--- src/rtl/mips32_prog_loader.sv ---
// mips32_prog_loader
// Boot-stage program loader for the MIPS32 core. It accepts a framed image
// on a valid/ready word stream: a header word N (data length), N data words,
// then one checksum word C. Each data word goes to the instruction memory
// write port. C must equal the mod-2**32 sum of the data words. The core is
// released from reset only after a frame has loaded and its checksum matched.
//
// Ports:
//   clk_1       single clock, rising edge
//   rst         synchronous active-high reset
//   load_start  one-cycle pulse, starts a new frame (only in IDLE/DONE/ERR)
//   s_valid     stream word valid
//   s_data      stream word
//   s_ready     loader accepts s_data this cycle (HDR/DATA/CKSUM)
//   imem_we     instruction memory write enable (one pulse per data word)
//   imem_addr   instruction memory word address (holds when imem_we=0)
//   imem_wdata  instruction memory write data (holds when imem_we=0)
//   cpu_rst     active-high hold-in-reset to the core
//   busy        a frame is in progress
//   done        last frame loaded and checksum matched
//   err         last frame rejected
//   word_cnt    data words written in the current/last frame
module mips32_prog_loader #(
  parameter int unsigned ADDR_W    = 10,
  parameter int unsigned DEPTH     = 1024,
  parameter int unsigned BASE_ADDR = 0
) (
  input  logic              clk_1,
  input  logic              rst,
  input  logic              load_start,
  input  logic              s_valid,
  input  logic [31:0]       s_data,
  output logic              s_ready,
  output logic              imem_we,
  output logic [ADDR_W-1:0] imem_addr,
  output logic [31:0]       imem_wdata,
  output logic              cpu_rst,
  output logic              busy,
  output logic              done,
  output logic              err,
  output logic [ADDR_W:0]   word_cnt
);

  localparam int unsigned CNT_W = ADDR_W + 1;

  localparam logic [32:0]       DEPTH_L = 33'(DEPTH);
  localparam logic [32:0]       BASE_L  = 33'(BASE_ADDR);
  localparam logic [ADDR_W-1:0] BASE_A  = ADDR_W'(BASE_ADDR);
  localparam logic [CNT_W-1:0]  ONE_C   = CNT_W'(1);

  typedef enum logic [2:0] {
    S_IDLE,
    S_HDR,
    S_DATA,
    S_CKSUM,
    S_DONE,
    S_ERR
  } state_t;

  state_t state, state_nxt;

  logic [31:0]      acc;
  logic [CNT_W-1:0] n_len;

  logic        xfer;
  logic        hdr_zero;
  logic        hdr_bad;
  logic        last_word;
  logic [32:0] hdr_end;

  assign s_ready = (state == S_HDR) || (state == S_DATA) || (state == S_CKSUM);
  assign busy    = s_ready;
  assign xfer    = s_valid && s_ready;

  // Header checks done at full width so a huge N cannot alias into range:
  // reject N above capacity, or any non-empty image ending past DEPTH-1.
  assign hdr_end  = {1'b0, s_data} + BASE_L;
  assign hdr_zero = (s_data == '0);
  assign hdr_bad  = ({1'b0, s_data} > DEPTH_L) || (!hdr_zero && (hdr_end > DEPTH_L));

  // word_cnt doubles as the data index: it counts accepted data words.
  assign last_word = (word_cnt == (n_len - ONE_C));

  always_ff @(posedge clk_1) begin
    if (rst) begin
      state <= S_IDLE;
    end else begin
      state <= state_nxt;
    end
  end

  always_comb begin
    state_nxt = state;
    done      = 1'b0;
    err       = 1'b0;
    cpu_rst   = 1'b1;
    case (state)
      S_IDLE: begin
        if (load_start) state_nxt = S_HDR;
      end
      S_HDR: begin
        if (xfer) begin
          if (hdr_bad)       state_nxt = S_ERR;
          else if (hdr_zero) state_nxt = S_CKSUM;
          else               state_nxt = S_DATA;
        end
      end
      S_DATA: begin
        if (xfer && last_word) state_nxt = S_CKSUM;
      end
      S_CKSUM: begin
        if (xfer) state_nxt = (s_data == acc) ? S_DONE : S_ERR;
      end
      S_DONE: begin
        done    = 1'b1;
        cpu_rst = 1'b0;
        if (load_start) state_nxt = S_HDR;
      end
      S_ERR: begin
        err = 1'b1;
        if (load_start) state_nxt = S_HDR;
      end
      default: state_nxt = S_IDLE;
    endcase
  end

  // Datapath. The write port is registered, so each accepted data word is
  // written in the cycle after its transfer; reset clears imem_we, which
  // drops a write that was accepted but not yet issued.
  always_ff @(posedge clk_1) begin
    if (rst) begin
      imem_we    <= 1'b0;
      imem_addr  <= '0;
      imem_wdata <= '0;
      word_cnt   <= '0;
      acc        <= '0;
      n_len      <= '0;
    end else begin
      imem_we <= 1'b0;
      case (state)
        S_IDLE, S_DONE, S_ERR: begin
          if (load_start) begin
            word_cnt <= '0;
            acc      <= '0;
            n_len    <= '0;
          end
        end
        S_HDR: begin
          if (xfer) begin
            // Cleared for every header so an empty frame checks against 0.
            acc   <= '0;
            n_len <= s_data[CNT_W-1:0];
          end
        end
        S_DATA: begin
          if (xfer) begin
            acc        <= acc + s_data;
            imem_we    <= 1'b1;
            imem_addr  <= BASE_A + word_cnt[ADDR_W-1:0];
            imem_wdata <= s_data;
            word_cnt   <= word_cnt + ONE_C;
          end
        end
        default: ;
      endcase
    end
  end

endmodule

--- config.mk ---
export PLATFORM = sky130hd
export DESIGN_NAME = mips32_prog_loader
export DESIGN_NICKNAME = d
export VERILOG_FILES = /design/src/rtl/mips32_prog_loader.sv
export SDC_FILE = /design/constraint.sdc
export NUM_CORES = 1
export LEC_CHECK = 0
export ABC_AREA = 1
export BUFFER_PORTS_ARGS = -buffer_cell sky130_fd_sc_hd__buf_4
export CORE_ASPECT_RATIO = 0.8
export CORE_MARGIN = 5
export CORE_UTILIZATION = 62
export DETAILED_ROUTE_END_ITERATION = 7
export GPL_TIMING_DRIVEN = 0
export HOLD_SLACK_MARGIN = 0.06
export PLACE_DENSITY = 0.91
export SLEW_MARGIN = 20
export SYNTH_ARGS = -nofsm -noshare
export SYNTH_HDL_FRONTEND = slang
export SYNTH_SLANG_ARGS = --single-unit
--- constraint.sdc ---
create_clock -name clk_1 -period 5.3 [get_ports clk_1]
set_input_delay 0.265 -clock clk_1 [delete_from_list [all_inputs] [get_ports clk_1]]
set_output_delay 0.265 -clock clk_1 [all_outputs]
set_load 0.03 [all_outputs]
==> impl_metrics.env, run 1 <==
export IMPL_synth_mux_area_frac=0
export IMPL_die_width_um=122
export IMPL_clockBufferDepth=2
export IMPL_post_cts_buffers=0
export IMPL_drt_iter0_markers=837
export IMPL_cp_data_required_time_ps=5590
export IMPL_crit_fanout=5
export IMPL_initial_utilization=0.639
export IMPL_synth_xor_area_frac=0.0254
export IMPL_relSlewSlack=0.572
export IMPL_crit_buf_inv=0
export IMPL_htreeDepth=3
export IMPL_critPathCaptureType="flip-flop"
export IMPL_wl_per_cell_um=15.9
export IMPL_port_buffers=94
export IMPL_ir_drop_mv=0.195
export IMPL_nets=1139
export IMPL_start_kind="flip-flop"
export IMPL_hold_violations=0
export IMPL_rsz0062_at_grt="no"
export IMPL_vias=7022
export IMPL_leakagePower_nw=3.49
export IMPL_synth_simple_area_share=0.334
export IMPL_cp_slowest_cell="fa_1"
export IMPL_final_max_slew_viol_count=0
export IMPL_rows=32
export IMPL_pwr_share_comb=0.428
export IMPL_netSwitchingFraction=0.433
export IMPL_layout_drive_gt1_share=0.129
export IMPL_diodes=0
export IMPL_critPathMostFrequentCell="nand2_1"
export IMPL_hold_path_class="primary input to flip-flop"
export IMPL_synth_top_family_by_area="simple AND/OR/NAND/NOR gates"
export IMPL_setup_viol=0
export IMPL_coreArea_sq_um=9730
export IMPL_cts_buffers=9
export IMPL_dr_pass1_iters=6
export IMPL_netlist_area_sq_um=6220
export IMPL_status="completed"
export IMPL_syn_inst=964
export IMPL_synth_distinct_cells=34
export IMPL_synth_ff_type="dfxtp_1"
export IMPL_slowest_delay_ps=480
export IMPL_grt_pass1_vias=6317
export IMPL_tns_ps=0
export IMPL_wirelength_um=19200
export IMPL_p_total_mw=2.74
export IMPL_grt_max_degree=20
export IMPL_ant_nets=0
export IMPL_maxCapViolCount=0
export IMPL_n_fill_cell=781
export IMPL_grt_util_all_layers=0.318
export IMPL_synth_edff_count=0
export IMPL_numClockSinks=100
export IMPL_regArea_sq_um=2000
export IMPL_die_h_um=99.6
export IMPL_post_route_period_util=0.456
export IMPL_synth_seq_cells=100
export IMPL_cp_data_arrival_time_ps=2700
export IMPL_cts_hold_buf=0
export IMPL_clkSlewWorstSetupHoldPaths_ps=80
export IMPL_final_area_sq_um=7380
export IMPL_die_area_sq_um=12100
export IMPL_ctsRootBufferMaster="clkbuf_16"
export IMPL_fin_util=0.759
export IMPL_postSynthAreaPerCell_sq_um=6.45
export IMPL_timing_fmax_mhz=414
export IMPL_synthToLayoutAreaGrowth_pct=18.8
export IMPL_synth_nets=1034
export IMPL_worst_pin_slew_ps=635
export IMPL_clk_latency_ps=360
export IMPL_period_minus_slack_ps=2420
export IMPL_num_io_pins=95
export IMPL_p_seq_frac=0.332
export IMPL_place_area_sq_um=7090
export IMPL_power_density_nw_per_um2=372
export IMPL_whs_ps=169
export IMPL_place_gp_congestion=1.03
export IMPL_worstSetupPathType="flip-flop to flip-flop"
export IMPL_cts_tree="yes"
export IMPL_synthArstFlopShare=0
export IMPL_synth_compound_area_frac=0.173
export IMPL_antenna_found_initial=0
export IMPL_dpl_hpwl_um=14900
export IMPL_grt_pass1_wl_um=31000
export IMPL_post_route_drc_count=0
export IMPL_yosysSeqAreaShare=0.322
export IMPL_internal_power_mw=1.56
export IMPL_viasPerCell=5.80
export IMPL_switchingPower_mw=1.19
export IMPL_ys_warn_count=0
export IMPL_multi_input_area_sq_um=3750
export IMPL_crit_family="simple AND/OR/NAND/NOR gates"
export IMPL_fin_skew_ps=8.97
export IMPL_crit_chain="ha_1 -> fa_1 -> nand3_1 -> nand2_1 -> nand2_1 -> nand2_1 -> nand2_1 -> nand2_1 -> nand2_1 -> nand2_1 -> nand2_1 -> nand2_1 -> nand2_1 -> nand3_1 -> a21oi_1"
export IMPL_synth_fa_ha_area_frac=0.0696
export IMPL_cts_resized=0
export IMPL_clockPowerShare=0.240
export IMPL_grt_overflow=0
==> power by group through the flow <==
| stage | Sequential (mW) | Combinational [mW] | Clock (mW) |
|---|---|---|---|
| 2_1_floorplan | 1.02 | 0.696 | 0 |
| 3_3_place_gp | 0.922 | 1.12 | 0 |
| 3_5_place_dp | 0.925 | 1.15 | 0 |
| 4_1_cts | 0.909 | 1.16 | 0.662 |
| 5_1_grt | 0.924 | 1.28 | 0.697 |
| 6_report | 0.911 | 1.17 | 0.660 |
==> metrics by stage <==
stage | setup WS [ps] | std cells
floorplan | 3360 | 964
global placement | 2860 | 1194
detailed placement | 2830 | 1194
CTS | 2940 | 1210
global route | 2650 | 1210
finish | 2880 | 1210
==> kinds of logic after synthesis <==
family,count (synthesis)
fa+ha+maj,34
compound gates,207
xor+xnor,18
simple gates,487
flops,100
buf+inv,118
==> worst register-to-register path, stage by stage, from the launching register on <==
cell and delay, ps:
dfxtp_1 320, ha_1 240, fa_1 480, nand3_1 120
nand2_1 80, nand2_1 70, nand2_1 90, nand2_1 80
nand2_1 110, nand2_1 90, nand2_1 140, nand2_1 190
nand2_1 80, nand2_1 70, nand3_1 70, a21oi_1 140
==> synth_stat cells, drive strengths merged (4+ instances only) <==
cell type,number,area [sq um]
nand2,245,932
nor2,140,568
a21oi,113,566
dfxtp,100,2000
inv,89,334
o21ai,79,399
nand3,57,315
ha,33,413
clkbuf,18,67.6
nor3,17,85.1
xor2,15,131
nor4,13,81.3
nand4,11,68.8
buf,10,62.6
a21o,5,37.5
o21a,4,30.0
o21bai,4,30.0
==> layout by cell type, fill, tap and decap left out <==
master     count
clkbuf_16      9
o21bai_1       4
nand4_1       11
nor2_1       133
clkinv_4       2
o21ai_2        1
a31oi_1        1
a21o_1         5
o21ai_0       77
nand3_2        1
inv_8          3
clkbuf_1      18
inv_2          3
nor2_4         5
xor2_1        15
or2_2          2
dfxtp_1      100
inv_1         86
clkinv_2       1
inv_6          1
nand3_4        2
nor3_1        17
nand2_4        1
o21a_1         4
o2111ai_1      1
nor4_1        13
buf_2          5
ha_1          33
xnor2_1        3
o21ai_1        1
nor2_2         2
buf_4         99
nand2_2        2
a21oi_1      113
nand3b_1       2
fa_1           1
clkinv_1       1
nand3_1       54
nand2_1      242
==> registers in the layout (all words and copies together), names as in the netlist <==
signal,flops
word_cnt,11
imem_addr,10
n_len,11
imem_we,1
state,3
imem_wdata,32
acc,32
==> layer usage <==
layer	wire (um)	global-route usage	vias to the layer above
li1	-	-	3402
met1	8190	0.447	3159
met2	7970	0.461	411
met3	2590	0.110	50
met4	448	0.0887	0
met5	0	0	-
==> cell type report <==
class	count	share of cell area
Clock inverter	7	0.00881
Tap cell	136	0.0231
Multi-Input combinational cell	746	0.507
Inverter	90	0.0458
Buffer	28	0.0176
Clock buffer	9	0.0305
Timing Repair Buffer	94	0.0956
Sequential cell	100	0.271
==> worst paths after layout <==
| check | startpoint | endpoint | slack, ps | cells past startpoint |
|---|---|---|---|---|
| min | s_data[21] | imem_wdata[21]$_SDFFE_PP0P_ | 170 | 3 |
| max | acc[0]$_SDFFE_PP0P_ | acc[20]$_SDFFE_PP0P_ | 2880 | 15 |
| max reg2reg | acc[0]$_SDFFE_PP0P_ | acc[20]$_SDFFE_PP0P_ | 2880 | 15 |
| min reg2reg | acc[6]$_SDFFE_PP0P_ | acc[6]$_SDFFE_PP0P_ | 470 | 2 |
Power figures use the tool's default switching activity.
==> run 2: changes to the inputs <==
--- a/config.mk
+++ b/config.mk
@@ -9,11 +9,11 @@
 export BUFFER_PORTS_ARGS = -buffer_cell sky130_fd_sc_hd__buf_4
 export CORE_ASPECT_RATIO = 0.8
 export CORE_MARGIN = 5
-export CORE_UTILIZATION = 62
+export CORE_UTILIZATION = 58
 export DETAILED_ROUTE_END_ITERATION = 7
 export GPL_TIMING_DRIVEN = 0
 export HOLD_SLACK_MARGIN = 0.06
-export PLACE_DENSITY = 0.91
+export PLACE_DENSITY = 0.86
 export SLEW_MARGIN = 20
 export SYNTH_ARGS = -nofsm -noshare
 export SYNTH_HDL_FRONTEND = slang
==> constraint.sdc (replaced) <==
create_clock -name clk_1 -period 2.25 [get_ports clk_1]
set_input_delay 0.1125 -clock clk_1 [delete_from_list [all_inputs] [get_ports clk_1]]
set_output_delay 0.1125 -clock clk_1 [all_outputs]
set_load 0.03 [all_outputs]
==> impl_metrics.env, run 2 (synthesis gave the netlist of run 1 again) <==
export IMPL_status="completed"
export IMPL_power_density_nw_per_um2=843
export IMPL_slowest_delay_ps=530
export IMPL_grt_pass1_wl_um=31600
export IMPL_cts_buffers=9
export IMPL_drt_iter0_markers=815
export IMPL_wl_per_cell_um=16.5
export IMPL_final_instance_count_excl_fill=1239
export IMPL_viasPerCell=5.71
export IMPL_timing_fmax_mhz=445
export IMPL_start_kind="primary input"
export IMPL_worstSetupPathType="primary input to flip-flop"
export IMPL_grt_overflow=0
export IMPL_leakagePower_nw=3.59
export IMPL_wirelength_um=20400
export IMPL_initial_utilization=0.600
export IMPL_place_gp_congestion=1.03
export IMPL_fin_util=0.747
export IMPL_numClockSinks=100
export IMPL_final_max_slew_viol_count=0
export IMPL_clockBufferDepth=2
export IMPL_critPathMostFrequentCell="a21oi_1"
export IMPL_antenna_found_initial=0
export IMPL_rows=33
export IMPL_grt_util_all_layers=0.304
export IMPL_dr_pass1_iters=7
export IMPL_worst_pin_slew_ps=652
export IMPL_vias=7080
export IMPL_layout_commonest_cell="nand2_1"
export IMPL_clkSlewWorstSetupHoldPaths_ps=70
export IMPL_htreeDepth=3
export IMPL_grt_pass1_vias=6306
export IMPL_layout_drive_gt1_share=0.156
export IMPL_port_buffers=94
export IMPL_post_route_period_util=0.998
export IMPL_ctsRootBufferMaster="clkbuf_16"
export IMPL_coreArea_sq_um=10400
export IMPL_die_width_um=126
export IMPL_clk_latency_ps=350
export IMPL_maxCapViolCount=0
export IMPL_whs_ps=65.8
export IMPL_die_area_sq_um=12900
export IMPL_top_regs="acc x32, imem_wdata x32"
export IMPL_hold_path_class="primary input to flip-flop"
export IMPL_cp_slowest_cell="dlygate4sd3_1"
export IMPL_period_minus_slack_ps=2250
export IMPL_cts_tree="yes"
export IMPL_fin_skew_ps=10.4
export IMPL_setup_viol=0
export IMPL_rsz0062_at_grt="yes"
export IMPL_final_cell_mix="nand2_1 (233), nor2_1 (130), a21oi_1 (106), buf_4 (103), dfxtp_1 (99)"
export IMPL_cp_data_arrival_time_ps=2520
export IMPL_synthToLayoutAreaGrowth_pct=24.6
export IMPL_ir_drop_mv=0.452
export IMPL_num_io_pins=95
export IMPL_crit_fanout=6
export IMPL_nets=1163
export IMPL_ant_nets=0
export IMPL_critPathCaptureType="flip-flop"
export IMPL_dp_cells=1198
export IMPL_post_route_drc_count=0
export IMPL_die_h_um=103
export IMPL_relSlewSlack=0.565
export IMPL_grt_max_degree=19
export IMPL_hold_violations=0
export IMPL_tns_ps=0
export IMPL_dpl_hpwl_um=15400
export IMPL_cp_data_required_time_ps=2520
export IMPL_crit_chain="dlygate4sd3_1 -> buf_4 -> ha_1 -> a21oi_1 -> o21ai_0 -> o21bai_1 -> a21o_1 -> a21oi_1 -> o21ai_0 -> a21oi_1"
-- run 2: final cells by class --
| type | instances | area, sq um |
|---|---|---|
| antenna | 1 | 2.50 |
| buffer | 28 | 130 |
| clock buffer | 10 | 239 |
| clock inverter | 6 | 56.3 |
| fill | 859 | 2620 |
| inverter | 90 | 338 |
| multi-input combinational | 746 | 3860 |
| sequential | 100 | 2000 |
| tap | 140 | 175 |
| timing repair buffer | 118 | 936 |
-- run 2: routing by layer --
| metal | vias to the layer above | wire, um | track usage |
|---|---|---|---|
| met5 | - | 0 | 0 |
| met4 | 0 | 553 | 0.0866 |
| met3 | 54 | 2080 | 0.0741 |
| met2 | 361 | 8700 | 0.477 |
| met1 | 3226 | 9070 | 0.422 |
| li1 | 3439 | - | - |
-- run 2: worst max-delay path, delay by kind of cell --
family | cells | cell delay, ps
adders and majority gates | 1 | 370
AOI/OAI and AO/OA | 7 | 1350
buffers and inverters | 2 | 690
-- run 2: through the flow --
step	total power, mW	worst slack [ps]	instance area [sq um]
global placement	4.84	-44.3	7100
global route	6.90	-37.3	7740
detailed placement	4.88	-59.2	7100
finish	6.53	4.75	7740
floorplan	4.05	313	6220
CTS	6.44	-12.6	7590
-- run 2: final timing paths --
| check | start | to | slack (ps) | cells past startpoint |
|---|---|---|---|---|
| setup / recovery | s_data[15] | acc[16]$_SDFFE_PP0P_ | 5 | 10 |
| hold / removal | s_data[11] | imem_wdata[11]$_SDFFE_PP0P_ | 70 | 3 |
| setup reg to reg | acc[0]$_SDFFE_PP0P_ | acc[20]$_SDFFE_PP0P_ | 80 | 15 |
| hold reg to reg | n_len[1]$_SDFFE_PP0P_ | n_len[1]$_SDFFE_PP0P_ | 470 | 2 |
-- run 2: timing repair --
action | in CTS | in global routing
pin swaps | 0 | 5
endpoints found under the setup margin | 6 | 29
setup buffers | 0 | 4
hold buffers | 20 | 0
gates resized for setup | 2 | 37
cloned | 0 | 0
endpoints found under the hold margin | 23 | 0
-- run 2: power by group --
part | total (mW) | internal (mW) | switching, mW
combinational | 2.82 | 0.935 | 1.88
clock | 1.56 | 0.802 | 0.754
sequential | 2.15 | 1.99 | 0.159
total | 6.53 | 3.73 | 2.80
==> run 3: changes to the inputs <==
--- a/config.mk
+++ b/config.mk
@@ -13,6 +13,7 @@
 export DETAILED_ROUTE_END_ITERATION = 7
 export GPL_TIMING_DRIVEN = 0
 export HOLD_SLACK_MARGIN = 0.06
+export MAX_ROUTING_LAYER = met4
 export PLACE_DENSITY = 0.86
 export SLEW_MARGIN = 20
 export SYNTH_ARGS = -nofsm -noshare
==> impl_metrics.env, run 3 (synthesis gave the netlist of run 1 again) <==
export IMPL_dpl_hpwl_um=15700
export IMPL_cp_data_required_time_ps=2460
export IMPL_clk_latency_ps=340
export IMPL_rows=33
export IMPL_antenna_found_initial=0
export IMPL_dp_cells=1198
export IMPL_n_fill_cell=841
export IMPL_fin_skew_ps=5.57
export IMPL_ctsRootBufferMaster="clkbuf_16"
export IMPL_grt_pass1_vias=6336
export IMPL_drt_iter0_markers=705
export IMPL_hold_violations=0
export IMPL_critPathMostFrequentCell="a21oi_1"
export IMPL_top_regs="acc x32, imem_wdata x32"
export IMPL_ir_drop_mv=0.461
export IMPL_ant_nets=0
export IMPL_internal_power_mw=3.83
export IMPL_dp_slack_ps=-156
export IMPL_hold_path_class="primary input to flip-flop"
export IMPL_nets=1162
export IMPL_setup_viol=0
export IMPL_switchingPower_mw=2.81
export IMPL_post_route_period_util=0.990
export IMPL_p_seq_frac=0.325
export IMPL_final_max_slew_viol_count=0
export IMPL_numClockSinks=100
export IMPL_setup_ws_ps=21.4
export IMPL_port_buffers=94
export IMPL_crit_fanout=6
export IMPL_num_io_pins=95
export IMPL_die_area_sq_um=12900
export IMPL_synthToLayoutAreaGrowth_pct=24.4
export IMPL_clockPowerShare=0.243
export IMPL_period_minus_slack_ps=2230
export IMPL_netSwitchingFraction=0.423
export IMPL_die_h_um=103
export IMPL_critPathCaptureType="flip-flop"
export IMPL_slowest_delay_ps=530
export IMPL_viasPerCell=5.75
export IMPL_relSlewSlack=0.587
export IMPL_place_gp_congestion=1.02
export IMPL_rrSetupSlack_ps=140
export IMPL_worst_pin_slew_ps=619
export IMPL_start_kind="primary input"
export IMPL_crit_chain="dlygate4sd3_1 -> buf_4 -> ha_1 -> nand2_1 -> o21ai_0 -> a21oi_1 -> nand2_2 -> a21oi_1 -> or2_2 -> nand3_1 -> a21oi_1"
export IMPL_post_route_drc_count=0
export IMPL_status="completed"
export IMPL_cts_buffers=9
export IMPL_layout_drive_gt1_share=0.149
export IMPL_htreeDepth=3
export IMPL_pwr_share_comb=0.432
export IMPL_dr_pass1_iters=6
export IMPL_cts_tree="yes"
export IMPL_grt_util_all_layers=0.321
export IMPL_cp_slowest_cell="dlygate4sd3_1"
export IMPL_vias=7122
export IMPL_grt_pass1_wl_um=32300
export IMPL_clkSlewWorstSetupHoldPaths_ps=70
export IMPL_clockBufferDepth=2
export IMPL_coreArea_sq_um=10400
export IMPL_grt_overflow=0
export IMPL_final_cell_mix="nand2_1 (236), nor2_1 (130), a21oi_1 (107), buf_4 (100), dfxtp_1 (99)"
export IMPL_timing_fmax_mhz=449
export IMPL_power_density_nw_per_um2=858
export IMPL_layout_commonest_cell="nand2_1"
export IMPL_final_instance_count_excl_fill=1238
export IMPL_cp_data_arrival_time_ps=2440
export IMPL_maxCapViolCount=0
export IMPL_wirelength_um=21000
export IMPL_leakagePower_nw=3.59
export IMPL_wl_per_cell_um=17.0
export IMPL_worstSetupPathType="primary input to flip-flop"
export IMPL_grt_max_degree=17
export IMPL_die_width_um=126
export IMPL_initial_utilization=0.600
-- run 3: what timing repair did --
item                                    CTS  global route
hold endpoints to repair                 23             0
buffers inserted                          1             0
hold buffers                             22             0
gates cloned                              0             0
endpoints found under the setup margin    5            26
pin swaps                                 2             1
resized for setup                         5            29
-- run 3: path summary, 6_finish.rpt --
path                              from               endpoint  cells after the start
setup / recovery            s_data[14]   acc[23]$_SDFFE_PP0P_                     11
hold / removal               s_data[2]  n_len[2]$_SDFFE_PP0P_                      3
setup reg to reg  acc[12]$_SDFFE_PP0P_   acc[29]$_SDFFE_PP0P_                     10
hold reg to reg   acc[28]$_SDFFE_PP0P_   acc[28]$_SDFFE_PP0P_                      2
-- run 3: metrics by stage --
step / total power, mW / instance area, sq um / util / setup TNS (ps) / hold slack (ps)
global placement: 4.84 / 7100 / 0.685 / -250 / 365
floorplan: 4.05 / 6220 / - / 0 / 247
global route: 6.96 / 7730 / 0.746 / -39.2 / 74.5
CTS: 6.53 / 7640 / 0.737 / 0 / 61.5
finish: 6.64 / 7730 / 0.746 / 0 / 71.7
detailed placement: 4.88 / 7100 / 0.685 / -345 / 374
-- run 3: critical path, delay by kind of cell --
kind / cells / cell delay, ps
buf+inv: 2 / 690
fa+ha+maj: 1 / 370
compound gates: 4 / 650
simple gates: 4 / 610
-- run 3: cell type report --
type                       count  area [sq um]  area share
multi-input combinational    746          3850       0.497
timing repair buffer         117           933       0.121
clock buffer                  11           243      0.0314
clock inverter                 5          58.8     0.00761
antenna                        1          2.50    0.000324
sequential                   100          2000       0.259
buffer                        28           131      0.0170
tap                          140           175      0.0227
inverter                      90           338      0.0437
-- run 3: metal layers --
layer / vias to the layer above / GRT usage / wire, um
met3: 56 / 0.0860 / 2290
met5: - / - / 0
met1: 3222 / 0.426 / 9080
li1: 3439 / - / -
met2: 405 / 0.491 / 9120
met4: 0 / 0.0824 / 523
-- run 3: power groups by stage --
stage	registers (mW)	clock network, mW	logic [mW]
after floorplan	2.41	0	1.64
after global placement	2.17	0	2.67
after detailed placement	2.18	0	2.70
after CTS	2.15	1.61	2.77
after global routing	2.18	1.68	3.10
final	2.16	1.62	2.86
